File: config.mk
export PLATFORM = sky130hd
export DESIGN_NAME = dcom_txfifo_flat
export DESIGN_NICKNAME = d
export VERILOG_FILES = /design/src/rtl/dcom_pkg.sv /design/src/rtl/dcom_txfifo_if.sv /design/src/rtl/dcom_fifo_core.sv /design/src/rtl/dcom_txfifo.sv /design/src/flat_wrapper.sv
export SDC_FILE = /design/constraint.sdc
export NUM_CORES = 1
export LEC_CHECK = 0
export ABC_AREA = 1
export CORE_MARGIN = 2
export CORE_UTILIZATION = 40
export CTS_CLUSTER_DIAMETER = 80
export DETAILED_ROUTE_END_ITERATION = 8
export HOLD_SLACK_MARGIN = 0.1
export PLACE_DENSITY = 0.61
export RECOVER_POWER = 25
export SYNTH_ARGS = -nofsm -noshare
export SYNTH_HDL_FRONTEND = slang
export SYNTH_SLANG_ARGS = --single-unit
File: constraint.sdc
create_clock -name PCLK -period 2.6 [get_ports PCLK]
set_input_delay 0.52 -clock PCLK [delete_from_list [all_inputs] [get_ports PCLK]]
set_output_delay 0.52 -clock PCLK [all_outputs]
set_load 0.02 [all_outputs]
File: src/rtl/dcom_pkg.sv
// dcom_pkg -- shared definitions for the UART transmit FIFO (dcom_txfifo).
// Holds the APB register map, STAT/CTRL bit positions, the drain FSM state
// encoding and a helper that assembles the STAT read word.
package dcom_pkg;

   // Register offsets, decoded on PADDR[5:0]
   localparam logic [5:0] ADDR_DATA = 6'h00;
   localparam logic [5:0] ADDR_STAT = 6'h04;
   localparam logic [5:0] ADDR_CTRL = 6'h08;

   // STAT bit positions
   localparam int STAT_EMPTY     = 0;
   localparam int STAT_FULL      = 1;
   localparam int STAT_OVF       = 2;
   localparam int STAT_COUNT_LSB = 4;
   localparam int STAT_COUNT_MSB = 12;

   // CTRL bit positions
   localparam int CTRL_EN      = 0;
   localparam int CTRL_FLUSH   = 1;
   localparam int CTRL_THR_LSB = 4;
   localparam int CTRL_THR_MSB = 7;

   // Drain FSM states
   typedef enum logic [1:0] {
      DRAIN_IDLE  = 2'd0,
      DRAIN_ISSUE = 2'd1,
      DRAIN_WAIT  = 2'd2
   } drainState_t;

   // Builds the STAT word; the count field is 9 bits wide so it covers DEPTH up to 256
   function automatic logic [31:0] packStat(input logic [8:0] count,
                                            input logic       ovf,
                                            input logic       full,
                                            input logic       empty);
      logic [31:0] word;
      word = '0;
      word[STAT_COUNT_MSB:STAT_COUNT_LSB] = count;
      word[STAT_OVF]   = ovf;
      word[STAT_FULL]  = full;
      word[STAT_EMPTY] = empty;
      return word;
   endfunction

endpackage

File: src/rtl/dcom_txfifo_if.sv
// dcom_txfifo_if -- APB slave bus bundle for the UART transmit FIFO.
// The master modport is the APB bridge side; the slave modport is the FIFO side.
interface dcom_txfifo_if;

   logic        PSEL;
   logic        PENABLE;
   logic        PWRITE;
   logic [31:0] PADDR;
   logic [31:0] PWDATA;
   logic [31:0] PRDATA;

   modport master (
      output PSEL,
      output PENABLE,
      output PWRITE,
      output PADDR,
      output PWDATA,
      input  PRDATA
   );

   modport slave (
      input  PSEL,
      input  PENABLE,
      input  PWRITE,
      input  PADDR,
      input  PWDATA,
      output PRDATA
   );

endinterface

File: src/rtl/dcom_fifo_core.sv
// dcom_fifo_core -- byte-wide circular FIFO storage with read/write pointers
// and an occupancy count. A push into a full FIFO is accepted only when a pop
// happens in the same cycle; flush empties the FIFO and discards any push or
// pop presented alongside it. Storage is never reset, only the pointers are.
module dcom_fifo_core #(
   parameter int DEPTH = 16,
   parameter int AW    = 4
) (
   input  logic          i_clk,
   input  logic          i_rst,
   input  logic          i_push,
   input  logic [7:0]    i_pushData,
   input  logic          i_pop,
   input  logic          i_flush,
   output logic [7:0]    o_headData,
   output logic [AW:0]   o_count,
   output logic          o_full,
   output logic          o_empty,
   output logic          o_pushAccepted
);

   localparam logic [AW:0] FULL_COUNT = (AW+1)'(DEPTH);

   logic [7:0]    r_mem [DEPTH];
   logic [AW-1:0] r_wrPtr;
   logic [AW-1:0] r_rdPtr;
   logic [AW:0]   r_count;
   logic          w_pushOk;
   logic          w_popOk;

   assign o_full         = (r_count == FULL_COUNT);
   assign o_empty        = (r_count == '0);
   assign w_popOk        = i_pop & ~o_empty & ~i_flush;
   assign w_pushOk       = i_push & ~i_flush & (~o_full | w_popOk);
   assign o_pushAccepted = w_pushOk;
   assign o_headData     = r_mem[r_rdPtr];
   assign o_count        = r_count;

   // Write accepted bytes into storage; contents deliberately survive reset
   always_ff @(posedge i_clk) begin
      if (w_pushOk) begin
         r_mem[r_wrPtr] <= i_pushData;
      end
   end

   // Advance pointers (wrapping at DEPTH) and track occupancy; flush clears all
   always_ff @(posedge i_clk) begin
      if (i_rst || i_flush) begin
         r_wrPtr <= '0;
         r_rdPtr <= '0;
         r_count <= '0;
      end else begin
         if (w_pushOk) begin
            r_wrPtr <= r_wrPtr + AW'(1);
         end
         if (w_popOk) begin
            r_rdPtr <= r_rdPtr + AW'(1);
         end
         r_count <= r_count + {{AW{1'b0}}, w_pushOk} - {{AW{1'b0}}, w_popOk};
      end
   end

endmodule

File: src/rtl/dcom_txfifo.sv
// dcom_txfifo -- APB-programmed transmit FIFO that feeds a UART one byte at a
// time. Registers: DATA (push), STAT (count/overflow/full/empty), CTRL
// (enable, self-clearing flush, IRQ threshold). A three-state drain FSM pops
// a byte when the UART hold register is empty and strobes TxWrite for one
// cycle, then waits one cycle because THEmpty is stale right after a write.
// Optional feature macro: DCOM_TXFIFO_IRQ_EN adds the TxIrq low-level
// interrupt output and the CTRL threshold field.
module dcom_txfifo
   import dcom_pkg::*;
#(
   parameter int DEPTH = 16,
   parameter int AW    = 4
) (
   input  logic               PCLK,
   input  logic               PRST,
   dcom_txfifo_if.slave       apb,
   input  logic               THEmpty,
   output logic               TxWrite,
   output logic [7:0]         TxData
`ifdef DCOM_TXFIFO_IRQ_EN
   ,
   output logic               TxIrq
`endif
);

   logic [5:0]  w_addr;
   logic        w_apbWrite;
   logic        w_apbRead;
   logic        w_wrData;
   logic        w_wrStat;
   logic        w_wrCtrl;
   logic        w_flush;
   logic        w_pop;
   logic [7:0]  w_headData;
   logic [AW:0] w_count;
   logic        w_full;
   logic        w_empty;
   logic        w_pushAccepted;
   logic [31:0] w_statWord;
   logic [31:0] w_ctrlWord;
   logic        w_unusedBits;

   logic        r_en;
   logic        r_ovf;
   logic [7:0]  r_txData;
   drainState_t r_state;
   drainState_t w_nextState;

`ifdef DCOM_TXFIFO_IRQ_EN
   logic [3:0]  r_thr;
   logic        r_txIrq;
`endif

   assign w_addr     = apb.PADDR[5:0];
   assign w_apbWrite = apb.PSEL & apb.PENABLE & apb.PWRITE;
   assign w_apbRead  = apb.PSEL & ~apb.PWRITE;
   assign w_wrData   = w_apbWrite & (w_addr == ADDR_DATA);
   assign w_wrStat   = w_apbWrite & (w_addr == ADDR_STAT);
   assign w_wrCtrl   = w_apbWrite & (w_addr == ADDR_CTRL);
   assign w_flush    = w_wrCtrl & apb.PWDATA[CTRL_FLUSH];

   assign w_unusedBits = ^{apb.PADDR[31:6], apb.PWDATA[31:8]};

   dcom_fifo_core #(
      .DEPTH (DEPTH),
      .AW    (AW)
   ) u_core (
      .i_clk          (PCLK),
      .i_rst          (PRST),
      .i_push         (w_wrData),
      .i_pushData     (apb.PWDATA[7:0]),
      .i_pop          (w_pop),
      .i_flush        (w_flush),
      .o_headData     (w_headData),
      .o_count        (w_count),
      .o_full         (w_full),
      .o_empty        (w_empty),
      .o_pushAccepted (w_pushAccepted)
   );

   // CTRL storage: enable bit and (optionally) the IRQ threshold; flush is not stored
   always_ff @(posedge PCLK) begin
      if (PRST) begin
         r_en <= 1'b0;
`ifdef DCOM_TXFIFO_IRQ_EN
         r_thr <= 4'h0;
`endif
      end else if (w_wrCtrl) begin
         r_en <= apb.PWDATA[CTRL_EN];
`ifdef DCOM_TXFIFO_IRQ_EN
         r_thr <= apb.PWDATA[CTRL_THR_MSB:CTRL_THR_LSB];
`endif
      end
   end

   // Sticky overflow: set by a dropped push, cleared by writing 1 to STAT bit 2
   always_ff @(posedge PCLK) begin
      if (PRST) begin
         r_ovf <= 1'b0;
      end else if (w_wrStat && apb.PWDATA[STAT_OVF]) begin
         r_ovf <= 1'b0;
      end else if (w_wrData && !w_pushAccepted) begin
         r_ovf <= 1'b1;
      end
   end

   // Assemble the readable CTRL word; flush always reads back as zero
   always_comb begin
      w_ctrlWord = '0;
      w_ctrlWord[CTRL_EN] = r_en;
`ifdef DCOM_TXFIFO_IRQ_EN
      w_ctrlWord[CTRL_THR_MSB:CTRL_THR_LSB] = r_thr;
`endif
   end

   assign w_statWord = packStat(9'(w_count), r_ovf, w_full, w_empty);

   // APB read mux: only drives data during a read to a mapped readable register
   always_comb begin
      apb.PRDATA = '0;
      if (w_apbRead) begin
         case (w_addr)
            ADDR_STAT: apb.PRDATA = w_statWord;
            ADDR_CTRL: apb.PRDATA = w_ctrlWord;
            default:   apb.PRDATA = '0;
         endcase
      end
   end

   // Drain FSM state register
   always_ff @(posedge PCLK) begin
      if (PRST) begin
         r_state <= DRAIN_IDLE;
      end else begin
         r_state <= w_nextState;
      end
   end

   // Drain FSM next state and pop decision; ISSUE and WAIT always run to completion
   always_comb begin
      w_nextState = r_state;
      w_pop       = 1'b0;
      case (r_state)
         DRAIN_IDLE: begin
            if (r_en && !w_empty && THEmpty && !w_flush) begin
               w_pop       = 1'b1;
               w_nextState = DRAIN_ISSUE;
            end
         end
         DRAIN_ISSUE: begin
            w_nextState = DRAIN_WAIT;
         end
         DRAIN_WAIT: begin
            w_nextState = DRAIN_IDLE;
         end
         default: begin
            w_nextState = DRAIN_IDLE;
         end
      endcase
   end

   // Capture the popped head byte; it stays on TxData until the next pop
   always_ff @(posedge PCLK) begin
      if (PRST) begin
         r_txData <= 8'h00;
      end else if (w_pop) begin
         r_txData <= w_headData;
      end
   end

   assign TxWrite = (r_state == DRAIN_ISSUE);
   assign TxData  = r_txData;

`ifdef DCOM_TXFIFO_IRQ_EN
   // Registered low-level interrupt: enabled and occupancy at or below threshold
   always_ff @(posedge PCLK) begin
      if (PRST) begin
         r_txIrq <= 1'b0;
      end else begin
         r_txIrq <= r_en & (9'(w_count) <= 9'(r_thr));
      end
   end

   assign TxIrq = r_txIrq;
`endif

endmodule

File: src/flat_wrapper.sv
// flat-port wrapper written by rule: the top's interface ports become plain ports
module dcom_txfifo_flat import dcom_pkg::*;
#(
   parameter int DEPTH = 16,
   parameter int AW    = 4
)
  (PCLK, PRST, THEmpty, TxWrite, TxData, apb_PSEL, apb_PENABLE, apb_PWRITE, apb_PADDR, apb_PWDATA, apb_PRDATA);
  dcom_txfifo_if apb_i ();
  input  logic PCLK;
  input  logic PRST;
  input  logic THEmpty;
  output logic TxWrite;
  output logic [7:0] TxData;
  input wire logic [$bits(apb_i.PSEL)-1:0] apb_PSEL;
  input wire logic [$bits(apb_i.PENABLE)-1:0] apb_PENABLE;
  input wire logic [$bits(apb_i.PWRITE)-1:0] apb_PWRITE;
  input wire logic [$bits(apb_i.PADDR)-1:0] apb_PADDR;
  input wire logic [$bits(apb_i.PWDATA)-1:0] apb_PWDATA;
  output wire logic [$bits(apb_i.PRDATA)-1:0] apb_PRDATA;
  assign apb_i.PSEL = apb_PSEL;
  assign apb_i.PENABLE = apb_PENABLE;
  assign apb_i.PWRITE = apb_PWRITE;
  assign apb_i.PADDR = apb_PADDR;
  assign apb_i.PWDATA = apb_PWDATA;
  assign apb_PRDATA = apb_i.PRDATA;
  dcom_txfifo #(.DEPTH(DEPTH), .AW(AW)) u_core (.PCLK(PCLK), .PRST(PRST), .apb(apb_i), .THEmpty(THEmpty), .TxWrite(TxWrite), .TxData(TxData));
endmodule
==> results <==
- The run finished with clean final reports.
- For this run, the leading register cell type out of synthesis is edfxtp_1.
- The final global-route overflow total is 0.
- By area the synthesized netlist is led by edfxtp_1, nand2_1, dfxtp_1.
- The number of clock sinks is approximately 150.
- The number of enable-type register cells in the synthesized netlist is around 130.
- Using the TritonRoute via totals, the vias-per-cell ratio works out to 4.68.
- The maximum clock insertion buffer count is 2.
- The static leakage power is 3.46 nW.
- For the worst setup path, the data arrival time is 2780 ps.
- Excluding fillers, the count of instances in the completed layout stands at 1040.
- Averaged over all synthesized cells, the footprint is 9.59 sq um.
- The hold path depth is 1.
- The largest single stage delay on the critical path is 410 ps.
- The total routing usage reported by global routing is 0.174.
- The number of instances in the synthesized netlist is 737.
- Fill cells in the final layout number 1607.
- The number of hold buffers added after cts is 0.
- The placed instance count is between 1000 and 1500.
- The post-route total power is 4.98 mW.
- The category of the worst setup path launch point is a primary input.
- Wires add up to 15200 um.
- Of the post-synthesis cell area, the dominant cell type holds 0.544.
- The repair_antennas step left the layout with diodes totalling 0.
- The cell area after placement is 7740 sq um.
- Of the total power, the clock network draws 0.442.
- Clock tree synthesis inserted a total of 17 buffers.
- Of the cells placed in the final design, the portion with a size suffix greater than 1 is 0.112.
- The critical path goes through clkdlybuf4s50_1 -> nor2_2 -> nand2_2 -> nor2_4 -> nand3_2 -> nand2_2 -> inv_2 -> ha_1 -> inv_1 -> ha_2 -> fa_2 -> nand2_1 -> a21oi_1 -> nor2_1 -> or2_0 -> a21oi_1.
- The critical path launch point is apb_PADDR[0].
- The worst register-to-register path begins at u_core.u_core.o_count[3].
- The largest net degree at the start of global routing is 68.
- The Yosys step of the flow raised 0 warnings.
- The CTS tree is built.
- The die height is about 140 um.
- The half-perimeter wire length after detailed placement is 9530 um.
- The category of the critical setup timing path is primary input to flop.
- Internal power comes to 4.01 mW.
- The slowest stage of the critical path is the clkdlybuf4s50_1 cell.
- The die width is 137 um.
- The initialized floorplan defines 48 standard-cell rows.
- The via count of the first global-routing pass is 4535.
- Compared with the post-synthesis result, the final layout area differs by 16.7%.
- Clock-pin slew was measured on the worst setup and hold paths at 50 ps.
- The share of total power dissipated in sequential elements is 0.533.
- The required time of the critical path is 2890 ps.
- Buffers added to address setup during post-CTS repair amount to 0.
- The wire length of the first global-routing pass is 23800 um.
- The worst IR drop on VDD is a little under 0.0006 V.
- The measured slew at the worst slew-check pin is 769 ps.
- At the end of the flow the core is filled with cells to 0.477.
- In this run, the number of DRC markers left after iteration 0 of detailed routing was 333.
- For this run, the register share of the synthesized area comes to 0.615.
- The cell area after synthesis is 7070 sq um.
- The net switching component of the power is 0.966 mW.
- The remaining max-slew budget at the tightest pin is 0.488.
- Detailed routing inserted a total of 4866 vias.
- The tree is rooted in a clkbuf_16.
- The overall die area is between 15000 and 20000 sq um.
- The cell type with the largest total area after synthesis is edfxtp_1.
- The path class of the lowest-slack min-delay path is flop to flop.
- The clock latency on the worst-skew pair is 420 ps.
- Ranked by instance count, the synthesized netlist is headed by nand2_1, edfxtp_1, inv_1, nand3_1, buf_4.
- The number of hold violations in the final report came to 0.
- Hold timing on the final database bottoms out at a slack of 455 ps.
- The switching portion of total power is 0.194.
- The net count of the finished layout is 884.
- At the end of routability-driven placement, the weighted congestion stood at 0.820.
- In the synthesized netlist the async set-or-reset flop fraction comes to 0.
- The setup skew after layout is 6.83 ps.
- The top-level port count is 111.
- The initial core utilization is 0.409.
- The number of buffer cells added on primary ports is 36.
- The synthesized netlist contains 35 unique library cells.
- The type of element capturing the critical path is a flop.
- The worst-path maximum fanout is 3.
- The share of total power dissipated in combinational logic is 0.025.
- The H-tree generated during clock tree synthesis spans 4 levels.
- The final setup violation count is 0.
- The clock period minus final worst setup slack is 2490 ps.
- The maximum clock frequency is between 400 and 500 MHz.
- Counting cells, the worst reg-to-reg path comes to 16.
- The power per cell area is 604 nW/um^2.
- The routed wire length per instance is about 15 um.
- The max-cap violation count is 0.
- Among all cell types in the netlist, the one instantiated most often is nand2_1.
- Setup repair after global routing could not meet its margin everywhere.
- The pre-antenna-repair detailed-routing pass consisted of 4 iterations.
- The number of synthesized register bits is between 150 and 200.
- The finished layout cell area is 8250 sq um.
- The total core area is 17300 sq um.
- The residual antenna-violating net count after detailed routing is 0.
- The number of pins with negative max-slew slack in the final report is 0.
- The number of antenna violations at the first check in global routing was 0.
- For this run, design rule violations remaining after detail routing come to 0.
- The launch point of the worst hold path is u_core.r_state[1].
- Dividing the final minimum period by the clock period gives 0.957.
power groups by stage:
stage               combinational, mW  sequential, mW  clock (mW)
global placement                0.126            2.71           0
detailed placement              0.126            2.71           0
floorplan                      0.0745            2.71           0
finish                          0.124            2.65        2.20
CTS                             0.126            2.65        2.23
global route                    0.137            2.65        2.34
placed cells by master (no fill, tap or decap), types with 2 or more instances in the layout:
| cell | count |
|---|---|
| a21oi_1 | 13 |
| buf_4 | 39 |
| clkbuf_1 | 10 |
| clkbuf_16 | 18 |
| clkbuf_2 | 4 |
| clkbuf_8 | 2 |
| clkdlybuf4s50_1 | 23 |
| clkinv_2 | 3 |
| conb_1 | 24 |
| dfxtp_1 | 24 |
| dlygate4sd2_1 | 4 |
| dlygate4sd3_1 | 5 |
| edfxtp_1 | 128 |
| ha_1 | 10 |
| inv_1 | 94 |
| inv_2 | 10 |
| nand2_1 | 238 |
| nand2_2 | 2 |
| nand3_1 | 93 |
| nand3_2 | 2 |
| nand4_1 | 4 |
| nor2_1 | 28 |
| nor2_2 | 2 |
| nor3_1 | 5 |
| o21ai_0 | 10 |
| o21ai_1 | 3 |
| xor2_1 | 2 |
area by class of cell:
type	instances	area (sq um)	area share
Sequential cell	153	4350	0.527
Timing Repair Buffer	77	652	0.0790
Tap cell	225	282	0.0341
Clock inverter	3	15.0	0.00182
Inverter	105	394	0.0478
Multi-Input combinational cell	448	2050	0.248
Clock buffer	29	512	0.0620
per-layer routing:
| metal | up-vias | GRT usage | part of all wire |
|---|---|---|---|
| li1 | 2457 | - | - |
| met1 | 2259 | 0.234 | 0.45 |
| met2 | 123 | 0.274 | 0.48 |
| met4 | 0 | 0.0704 | 0.024 |
| met5 | - | 0 | 0 |
| met3 | 27 | 0.0378 | 0.048 |
worst paths after layout:
kind,to,slack [ps]
hold reg to reg,u_core.r_state[1],450
setup / recovery,u_core.u_core.o_count[4],110
setup reg to reg,u_core.u_core.o_count[4],180
hold / removal,u_core.r_state[1],450
worst max-delay path: cells and delay by family:
kind	cells	cell delay [ps]
adders and majority gates	3	810
buffers and inverters	3	490
AOI/OAI and AO/OA	2	110
and+or+nand+nor	8	840
stage by stage:
stage / TNS, ps / worst slack (ps)
floorplan: 0 / 30.9
global placement: -2550 / -411
detailed placement: -2740 / -434
CTS: 0 / 1.62
global route: -50.2 / -50.2
finish: 0 / 112
what timing repair did:
item,CTS,global route
endpoints found under the setup margin,8,9
resized for setup,8,14
pin swaps,0,5
state kept, by name (all words and copies together), names as in the netlist:
signal	count
u_core.u_core.r_rdPtr	4
u_core.u_core.o_count	5
u_core.TxData	8
u_core.r_en	1
u_core.r_state	2
u_core.r_ovf	1
u_core.u_core.r_wrPtr	4
u_core.u_core.r_mem	128
kinds of logic (layout without fill, tap and decap cells):
kind of cell | count (synthesis) | in the layout | synth area share
other cells | 1 | 24 | 0.000531
simple gates | 382 | 382 | 0.230
flops | 153 | 153 | 0.615
compound gates | 27 | 27 | 0.0193
buf+inv | 159 | 214 | 0.110
fa+ha+maj | 12 | 12 | 0.0223
xor+xnor | 3 | 3 | 0.00372
(Power assumes the default switching activity.)
